## src/rtl/ones_comp_checksum.sv

```systemverilog
// Per-packet ones'-complement checksum accumulator: folds valid/ready stream words
// into an end-around-carry sum and holds sum/checksum/word_count until acknowledged.

module ones_comp_add #(
    parameter int WIDTH = 4
) (
    input  logic [WIDTH-1:0] a_i,
    input  logic [WIDTH-1:0] b_i,
    output logic [WIDTH-1:0] sum_o
);
    // First stage: plain ripple add. Its carry-out is fed back in as the carry-in of
    // an increment stage. That stage cannot overflow: when the carry is set, the low
    // part is at most 2^WIDTH-2.
    logic [WIDTH:0]   carry;
    logic [WIDTH-1:0] partial;
    logic [WIDTH-1:0] inc_carry;

    assign carry[0] = 1'b0;

    generate
        for (genvar gi = 0; gi < WIDTH; gi++) begin : g_ripple
            assign partial[gi]  = a_i[gi] ^ b_i[gi] ^ carry[gi];
            assign carry[gi+1]  = (a_i[gi] & b_i[gi]) | (carry[gi] & (a_i[gi] ^ b_i[gi]));
        end
    endgenerate

    assign inc_carry[0] = carry[WIDTH];

    generate
        for (genvar gi = 0; gi < WIDTH; gi++) begin : g_eac
            assign sum_o[gi] = partial[gi] ^ inc_carry[gi];
            if (gi < WIDTH - 1) begin : g_chain
                assign inc_carry[gi+1] = partial[gi] & inc_carry[gi];
            end
        end
    endgenerate

endmodule

module ones_comp_checksum #(
    parameter int WIDTH = 4
) (
    input  logic             clk,
    input  logic             reset,
    input  logic             start,
    input  logic             in_valid,
    input  logic [WIDTH-1:0] in_data,
    input  logic             in_last,
    output logic             in_ready,
    output logic             sum_valid,
    output logic [WIDTH-1:0] sum,
    output logic [WIDTH-1:0] checksum,
    output logic [7:0]       word_count,
    input  logic             out_ack,
    output logic             busy
);
    localparam logic [1:0] ST_IDLE  = 2'd0;
    localparam logic [1:0] ST_ACCUM = 2'd1;
    localparam logic [1:0] ST_DONE  = 2'd2;

    logic [1:0]       state_q, state_d;
    logic [WIDTH-1:0] acc_q, acc_d;
    logic [WIDTH-1:0] sum_q, sum_d;
    logic [WIDTH-1:0] checksum_q, checksum_d;
    logic [7:0]       count_q, count_d;
    logic [WIDTH-1:0] acc_add;
    logic             accept;

    ones_comp_add #(.WIDTH(WIDTH)) u_add (
        .a_i   (acc_q),
        .b_i   (in_data),
        .sum_o (acc_add)
    );

    assign accept = (state_q == ST_ACCUM) && in_valid;

    always_comb begin
        state_d    = state_q;
        acc_d      = acc_q;
        sum_d      = sum_q;
        checksum_d = checksum_q;
        count_d    = count_q;
        case (state_q)
            ST_IDLE: begin
                if (start) begin
                    state_d = ST_ACCUM;
                    acc_d   = '0;
                    count_d = 8'd0;
                end
            end
            ST_ACCUM: begin
                if (accept) begin
                    acc_d = acc_add;
                    if (count_q != 8'hFF) begin
                        count_d = count_q + 8'd1;
                    end
                    // Result registers load on the final word so they are valid
                    // on the same cycle the DONE state is entered.
                    if (in_last) begin
                        state_d    = ST_DONE;
                        sum_d      = acc_add;
                        checksum_d = ~acc_add;
                    end
                end
            end
            ST_DONE: begin
                if (out_ack) begin
                    state_d = ST_IDLE;
                end
            end
            default: begin
                state_d = ST_IDLE;
            end
        endcase
    end

    always_ff @(posedge clk) begin
        if (reset) begin
            state_q    <= ST_IDLE;
            acc_q      <= '0;
            sum_q      <= '0;
            checksum_q <= '0;
            count_q    <= 8'd0;
        end else begin
            state_q    <= state_d;
            acc_q      <= acc_d;
            sum_q      <= sum_d;
            checksum_q <= checksum_d;
            count_q    <= count_d;
        end
    end

    assign in_ready   = (state_q == ST_ACCUM);
    assign sum_valid  = (state_q == ST_DONE);
    assign busy       = (state_q != ST_IDLE);
    assign sum        = sum_q;
    assign checksum   = checksum_q;
    assign word_count = count_q;

endmodule

```

## config.mk

```make
export PLATFORM = sky130hd
export DESIGN_NAME = ones_comp_checksum
export DESIGN_NICKNAME = d
export VERILOG_FILES = /design/src/rtl/ones_comp_checksum.sv
export SDC_FILE = /design/constraint.sdc
export NUM_CORES = 1
export LEC_CHECK = 0
export BUFFER_PORTS_ARGS = -buffer_cell sky130_fd_sc_hd__buf_4
export CORE_MARGIN = 2
export CORE_UTILIZATION = 55
export DETAILED_ROUTE_END_ITERATION = 8
export PLACE_DENSITY = 0.83
export SYNTH_ARGS = -nofsm -noshare
export SYNTH_HDL_FRONTEND = slang
export SYNTH_HIERARCHICAL = 1
export SYNTH_SLANG_ARGS = --single-unit
export TNS_END_PERCENT = 50
```

## constraint.sdc

```tcl
create_clock -name clk -period 4.7 [get_ports clk]
set_input_delay 0.705 -clock clk [delete_from_list [all_inputs] [get_ports clk]]
set_output_delay 0.705 -clock clk [all_outputs]
set_load 0.1 [all_outputs]
```

After elaboration in Yosys (flattened, before gate mapping)
Cells that the tools add are included.
{ "classes": {"addsub": 1, "n_eq_ne": 8, "n_mux": 12, "bitwise_logic": 25, "n_reduce_logical": 8} }
{ "ops": {"columns": ["op", "count"], "rows": [
  ["2-to-1 mux 8 bit", 3],
  ["case mux 8 bit (2 select lines)", 1],
  ["bitwise XOR 1 bit", 11],
  ["bitwise AND 1 bit", 10],
  ["adder 8 x 1 -> 8 bit (second input constant)", 1],
  ["2-to-1 mux 2 bit", 4],
  ["2-to-1 mux 4 bit", 2],
  ["inequality test 8 bit (second input constant)", 1],
  ["case mux 4 bit (2 select lines)", 1],
  ["AND reduction 4 bit", 2],
  ["inequality test 2 x 1 -> 1 bit (second input constant)", 3],
  ["case mux 2 bit (3 select lines)", 1],
  ["AND reduction 3 bit", 2],
  ["inequality test 2 bit (second input constant)", 2],
  ["NOT 4 bit", 1],
  ["nonzero test 2 bit", 2],
  ["bitwise OR 1 bit", 3],
  ["equality test 2 x 1 -> 1 bit (second input constant)", 1],
  ["equality test 2 bit (second input constant)", 1],
  ["zero test 2 bit", 1],
  ["logical AND 1 bit", 1]
]} }
{ "word_totals": {"reg_bits": 22, "output_inout_bits": 19, "word_cells": 59} }

Depth between registers and ports, before layout
Gate-level depths: netlist of run 1.
{ "logic_depth": {"ltp_word": 13, "ltp_mapped": 12, "depth_no_buf": 12} }

Modules after synthesis
The synthesis of run 1 kept the hierarchy.
{ "by_module_without_submodules": {"columns": ["module", "instances", "cells_per_inst", "area_each_um2", "seq_area_each_um2"], "rows": [
  ["ones_comp_checksum", 1, 118, 970.9, 440.4],
  ["ones_comp_add", 1, 16, 148.9, 0.0]
]} }

Least setup slack after synthesis of run 1
No wires, ideal clock.
{ "synth_path": {"kind": "input to register", "start": "in in_data[0]", "end": "reg acc_q[3]", "setup_time_ns": 0.070, "t_arrival_ns": 2.630, "setup_slack_ns": 2.000, "cell_stages": 12, "path_buffers": 0, "cell_sequence": "ha_1 inv_1 fa_1 fa_1 inv_1 fa_1 ha_1 ha_1 ha_1 xor2_1 nand3_1 a21oi_1"} }
{ "synth_via": {"elab_chain_len": 13} }
{ "synth_lines": {"columns": ["element", "line_no", "rtl"], "rows": [
  ["start: declaration", "47", "input logic [WIDTH-1:0] in_data,"],
  ["bitwise AND 1 bit (2 in a row)", "23", "assign carry[gi+1] = (a_i[gi] & b_i[gi]) | (carry[gi] & (a_i[gi] ^ b_i[gi]));"],
  ["bitwise OR 1 bit", "23", null],
  ["bitwise AND 1 bit", "23", null],
  ["bitwise OR 1 bit", "23", null],
  ["bitwise AND 1 bit", "23", null],
  ["bitwise OR 1 bit", "23", null],
  ["bitwise AND 1 bit (3 in a row)", "33", "assign inc_carry[gi+1] = partial[gi] & inc_carry[gi];"],
  ["bitwise XOR 1 bit (*)", "31", "assign sum_o[gi] = partial[gi] ^ inc_carry[gi];"],
  ["net acc_add[3]", "66", "logic [WIDTH-1:0] acc_add;"],
  ["2-to-1 mux 4 bit (*)", "92", "if (accept) begin"],
  ["case mux 4 bit (2 select lines) (*)", "83", "case (state_q)"],
  ["end signal: assignment", "120", "acc_q <= '0;"],
  ["end signal: assignment", "126", "acc_q <= acc_d;"],
  ["end: declaration", "62", "logic [WIDTH-1:0] acc_q, acc_d;"]
]} }
The timed path passes the listed nets; every way through them passes the cells marked *. The select of a mux whose other input is x is not followed.
A chain may end at the register's enable or synchronous reset.

Final worst setup path of run 1
Ends and elaborated chain as after synthesis.

==> qor.csv, run 1 <==
stage,metric,value,unit
timing,clock skew,0.007083,ns
clock_tree,CTS tree,yes,
global_routing,Tot GR Track Use,0.2150,
worst_setup_path,"Arr. time, crit path",2.90,ns
layout,Final #Nets,178,
worst_setup_path,Worst Setup SP,in_data[0],
clock_tree,Post-CTS Hold Buffers,0,
floorplanning,Die X,49.12,um
synthesis,Post-Syn Nets,152,
clock_tree,CTS Root Cell,clkbuf_4,
worst_setup_path,CP required,4.93,ns
synthesis,Synth Register Bits,22,
layout,fill count,179,
placement,Port Buffers,28,
timing,Least-Margin Pin Slew,0.4590,ns
global_routing,first-pass GRT wire length,4098,um
layout,post-route design area,1340,um^2
drt,Vias per Instance,5.578,
placement,detailed placement HPWL,1786,um
power,power per cell area,280.2,nW/um^2
worst_hold_path,Worst Hold Class,reg -> reg,
synthesis,Gate Count Post-Synth,134,
clock_tree,CTS H-tree depth,1,
clock_tree,number of clock sinks,22,
layout,layout cells sized above 1,0.2089,
timing,RSZ-0062 raised after global routing,no,
worst_setup_path,Reg2Reg Setup Slack,2.14,ns
floorplanning,starting density of the core,0.5767,
synthesis,synthesized area per cell,8.357,um^2
timing,fin crit share,0.5674,
global_routing,largest net degree at the start of global routing,23,
clock_tree,postcts setup bufs,0,
clock_tree,post_cts resized,0,
layout,multi-input logic area,591.8,um^2
floorplanning,Die Y,49.12,um
layout,Layout area overhead,19.67,%
clock_tree,"Clk Latency, worst-skew pair",0.30,ns
global_routing,vias in the first global route,949,
power,Tot Pwr,375.5,uW
drt,Pre-antenna DRT Iters,4,
power,Worst VDD drop,0.1839,mV
power,leak pwr,0.0005657,uW
layout,ANT cells,0,
timing,Pins Over Slew Limit,0,
run_status,status,"complete, no violations",
drt,WL per Instance,12.81,um
worst_setup_path,startpoint types,input port,
worst_setup_path,critical path type,in -> reg,
worst_setup_path,launching point of the worst reg2reg path,acc_q[0]$_SDFFE_PP0P_,
timing,TNS Setup,0,ns
timing,Final Setup Violations,0,
layout,FF/Latch Area,440.4,um^2
clock_tree,"Reg clk slew, reported paths",0.11,ns
layout,final core utilization,0.6901,
floorplanning,Top Ports,29,
global_routing,GR Overflow Total,0,
floorplanning,row count,16,
worst_setup_path,crit end category,flip-flop,
drt,drc violations,0,
timing,Final min period,2.667,ns
placement,DP Area,1318,um^2
timing,Hold Fails Final Rpt,0,
floorplanning,core outline area,1942,um^2
synthesis,YS warnings,6,
clock_tree,CTS Buf Count,3,
placement,gpl congestion,0.7793,
worst_setup_path,Crit Path Max Fanout,3,
flow_run,max cap viols,0,
floorplanning,die area,2413,um^2
drt,Routed Antenna Nets,0,
worst_hold_path,Hold Crit Start,sum[1]$_SDFFE_PP0P_,
drt,routed via count,1032,
timing,Slew headroom,0.6931,
clock_tree,Clock Path Buffers,2,
drt,Total Wirelength,2369,um
synthesis,sequential element share of the synthesized area,0.3933,
drt,number of DRC markers in iteration 0,10,
timing,f_max,0.3750,GHz
global_routing,initial antenna violation count,0,
synthesis,Post-Syn Area,1120,um^2
synthesis,Netlist cell types,30,
-- critical path: stages --
cell and delay [ns]:
buf_4 0.08, ha_1 0.12, inv_1 0.05, fa_1 0.38, fa_1 0.36, inv_1 0.07
fa_1 0.17, ha_1 0.16, ha_1 0.15, ha_1 0.16, xor2_1 0.25, nand3_1 0.10
a21oi_1 0.14
-- kinds of logic (layout without fill, tap and decap cells) --
| group | count (synthesis) | count (layout) | share of synthesized area |
|---|---|---|---|
| adders and majority gates | 8 | 8 | 0.1095 |
| buffers and inverters | 18 | 42 | 0.07821 |
| xor gates and xnor gates | 1 | 1 | 0.007823 |
| and+or+nand+nor | 54 | 54 | 0.2347 |
| muxes | 1 | 1 | 0.01340 |
| DFF | 22 | 22 | 0.3933 |
| AOI/OAI and AO/OA | 30 | 30 | 0.1631 |
-- final timing paths --
| kind | cells after the start | to |
|---|---|---|
| worst max register to register | 12 | acc_q[3]$_SDFFE_PP0P_ |
| worst min-delay path | 2 | sum[1]$_SDFFE_PP0P_ |
| worst max-delay path | 13 | acc_q[3]$_SDFFE_PP0P_ |
| worst min register to register | 2 | sum[1]$_SDFFE_PP0P_ |
-- layout by cell type, fill, tap and decap left out, drive strengths merged --
cell type	count
mux2	1
a221oi	1
nor3	2
clkbuf	3
o211a	1
o21ai	4
buf	28
xor2	1
o211ai	2
inv	11
a31oi	3
dfxtp	22
ha	5
and3	3
or3	3
fa	3
or4	3
or2b	1
nor2	7
and2	2
nand3	12
nand4	2
a21oi	15
nand2	18
nor4	1
a211oi	4
-- state kept, by name (all words and copies together), names as in the netlist --
signal	cells
word_count	8
state_q	2
acc_q	4
checksum	4
sum	4
-- per-stage QoR --
stage	hold WS (ns)	std cells	setup slack (ns)
floorplan	0.4319	134	2.000
CTS	0.4648	185	2.025
global placement	0.4430	182	1.869
detailed placement	0.4488	182	1.721
finish	0.4637	185	2.033
global route	0.4963	185	1.911
-- power by group --
group | switching (uW) | internal (uW)
sequential | 4.91 | 192
combinational | 69.4 | 26.3
clock | 52.8 | 29.8
total | 127 | 248
-- synth_stat cells --
cell type | count | area, um^2
fa_1 | 3 | 60.06
and2_0 | 1 | 6.260
buf_2 | 1 | 5.000
o211ai_2 | 1 | 12.51
nand4_1 | 2 | 12.51
o211ai_1 | 1 | 7.510
or3_1 | 3 | 18.77
nand2_1 | 18 | 67.56
or2b_1 | 1 | 7.510
a221oi_1 | 1 | 8.760
buf_4 | 1 | 7.510
dfxtp_1 | 22 | 440.4
o21ai_0 | 4 | 20.02
buf_6 | 2 | 22.52
and3_1 | 3 | 18.77
a31oi_1 | 3 | 18.77
and2_1 | 1 | 6.260
a211oi_1 | 4 | 30.03
ha_1 | 5 | 62.56
nor2_1 | 7 | 26.28
nand3_1 | 12 | 60.06
inv_1 | 11 | 41.29
nor3_1 | 2 | 10.01
nor4_1 | 1 | 6.260
a21oi_1 | 15 | 75.07
o211a_1 | 1 | 10.01
clkbuf_1 | 3 | 11.26
xor2_1 | 1 | 8.760
or4_1 | 3 | 22.52
mux2_4 | 1 | 15.01
-- layer usage --
layer	track usage	share of wire
met2	0.3806	0.51
met5	0	0
met4	0.08095	0.011
met1	0.2618	0.44
met3	0.03067	0.033
-- area by class of cell --
| class | instances | area share |
|---|---|---|
| tap | 27 | 0.02521 |
| sequential | 22 | 0.3287 |
| multi-input combinational | 94 | 0.4416 |
| clock buffer | 3 | 0.01681 |
| timing repair buffer | 28 | 0.1569 |
| inverter | 11 | 0.03081 |
Note: power is estimated with default switching activity, not from simulation.
==> inputs of run 2 (changes only) <==
CORE_UTILIZATION = 51   (was 55)
PLACE_DENSITY = 0.77   (was 0.83)
clock period = 2.55 ns   (was 4.7 ns; I/O delays follow)
==> run 2 against run 1 <==
Compared with the run above: cell count is 0.54% higher; clock power is 90% higher; critical path depth is 1 lower; first-iteration DRC count is 140% higher; utilization is 0.13 points lower; design area is 3.9% higher; routed wire length is 7.0% higher; combinational power is 99% higher; global-route usage is 0.24 points higher.
==> qor.csv, run 2 (synthesized netlist as in run 1, its figures left out) <==
stage,metric,value,unit
layout,max reg flops,8,
worst_setup_path,"Arr. time, crit path",2.64,ns
run_status,status,"complete, no violations",
global_routing,Tot GR Track Use,0.2175,
drt,Routed Antenna Nets,0,
drt,WL per Instance,13.62,um
drt,Pre-antenna DRT Iters,4,
floorplanning,starting density of the core,0.5538,
global_routing,GR Overflow Total,0,
timing,worst hold slack,0.2756,ns
clock_tree,number of clock sinks,22,
power,Worst VDD drop,0.3290,mV
worst_setup_path,Crit Path Max Fanout,3,
placement,gpl congestion,0.7795,
timing,clock skew,0.001536,ns
layout,"commonest cells after routing, fill and taps aside","buf_4, dfxtp_1, nand2_1",
layout,layout cells sized above 1,0.2642,
layout,"commonest non-fill, non-tap cell in the layout",buf_4,
worst_setup_path,crit end category,flip-flop,
layout,Final #Nets,179,
timing,fin crit share,0.9396,
placement,detailed placement HPWL,1837,um
clock_tree,Post-CTS Hold Buffers,0,
drt,Vias per Instance,5.462,
timing,Least-Margin Pin Slew,0.4836,ns
layout,Layout area overhead,24.36,%
placement,Port Buffers,28,
floorplanning,die area,2587,um^2
flow_run,max cap viols,0,
global_routing,first-pass GRT wire length,4333,um
floorplanning,core outline area,2022,um^2
floorplanning,Die X,50.86,um
layout,final core utilization,0.6887,
worst_hold_path,Worst Hold Class,in -> reg,
placement,Placed Cells,182,
power,leak pwr,0.0005668,uW
clock_tree,CTS Root Cell,clkbuf_4,
clock_tree,"Reg clk slew, reported paths",0.12,ns
timing,Final Setup Violations,0,
timing,Pins Over Slew Limit,0,
floorplanning,Die Y,50.86,um
floorplanning,row count,16,
timing,f_max,0.4174,GHz
power,Tot Pwr,711.1,uW
global_routing,vias in the first global route,1022,
layout,fin cells,186,
timing,Final min period,2.396,ns
clock_tree,CTS H-tree depth,1,
global_routing,initial antenna violation count,0,
worst_setup_path,CP required,2.79,ns
global_routing,largest net degree at the start of global routing,23,
clock_tree,Clock Path Buffers,2,
worst_setup_path,critical path type,reg -> reg,
worst_setup_path,startpoint types,flip-flop,
timing,Slew headroom,0.6767,
drt,drc violations,0,
clock_tree,CTS tree,yes,
drt,number of DRC markers in iteration 0,24,
layout,ANT cells,0,
timing,Hold Fails Final Rpt,0,
clock_tree,"Clk Latency, worst-skew pair",0.30,ns
power,power per cell area,510.7,nW/um^2
floorplanning,Top Ports,29,
drt,routed via count,1016,
drt,Total Wirelength,2534,um
clock_tree,CTS Buf Count,3,
run 2: changes by cell type in the layout (fill, tap and decap cells not counted), moves of 2 or more:
cell / previous run / this run
fa_1: 3 / 0
fa_2: 0 / 3
ha_1: 5 / 2
ha_2: 0 / 2
run 2: through the flow:
step / setup TNS [ns] / setup slack [ns] / area (um^2)
after floorplan: 0 / 0.1722 / 1120
after global placement: 0 / 0.04794 / 1318
after detailed placement: -0.05440 / -0.04687 / 1318
after CTS: 0 / 0.02414 / 1340
after global routing: -0.002537 / -0.002537 / 1393
final: 0 / 0.1540 / 1393
run 2: timing repair:
item	4_1_cts	5_1_grt
gates resized for setup	0	10
endpoints found under the setup margin	0	3
setup buffers	0	1
endpoints found under the hold margin	0	0
run 2: final cells by class:
cell class / instances / area [um^2]
multi-input combinational: 94 / 635.6
fill: 176 / 629.4
sequential: 22 / 441.7
timing repair buffer: 29 / 217.7
inverter: 11 / 41.29
tap: 27 / 33.78
clock buffer: 3 / 22.52
run 2: worst max-delay path, stage by stage (launching register included):
cell	delay, ns
dfxtp_2	0.35
ha_1	0.14
inv_1	0.05
fa_2	0.33
fa_2	0.33
inv_1	0.08
fa_2	0.19
ha_2	0.16
ha_2	0.18
ha_4	0.16
xor2_4	0.16
nand3_1	0.08
a21oi_1	0.12
run 2: power by group:
group          switching [uW]  internal [uW]  total [uW]
sequential               9.32            355         364
clock                     102           55.1         157
combinational             133           57.1         190
run 2: routing by layer:
metal,vias to the layer above,wire [um],GRT usage,part of all wire
met2,16,1255,0.3553,0.50
li1,521,-,-,-
met4,0,10,0.05405,0.0039
met1,477,1193,0.3025,0.47
met5,-,0,0,0
met3,2,75,0.03509,0.030
run 2: worst paths after layout:
kind	start	end	slack [ns]	cells past startpoint
max	acc_q[0]$_SDFFE_PP0P_	acc_q[3]$_SDFFE_PP0P_	0.15	12
min	start	word_count[3]$_SDFFE_PP0P_	0.28	2
min reg2reg	sum[0]$_SDFFE_PP0P_	sum[0]$_SDFFE_PP0P_	0.46	2
max reg2reg	acc_q[0]$_SDFFE_PP0P_	acc_q[3]$_SDFFE_PP0P_	0.15	12
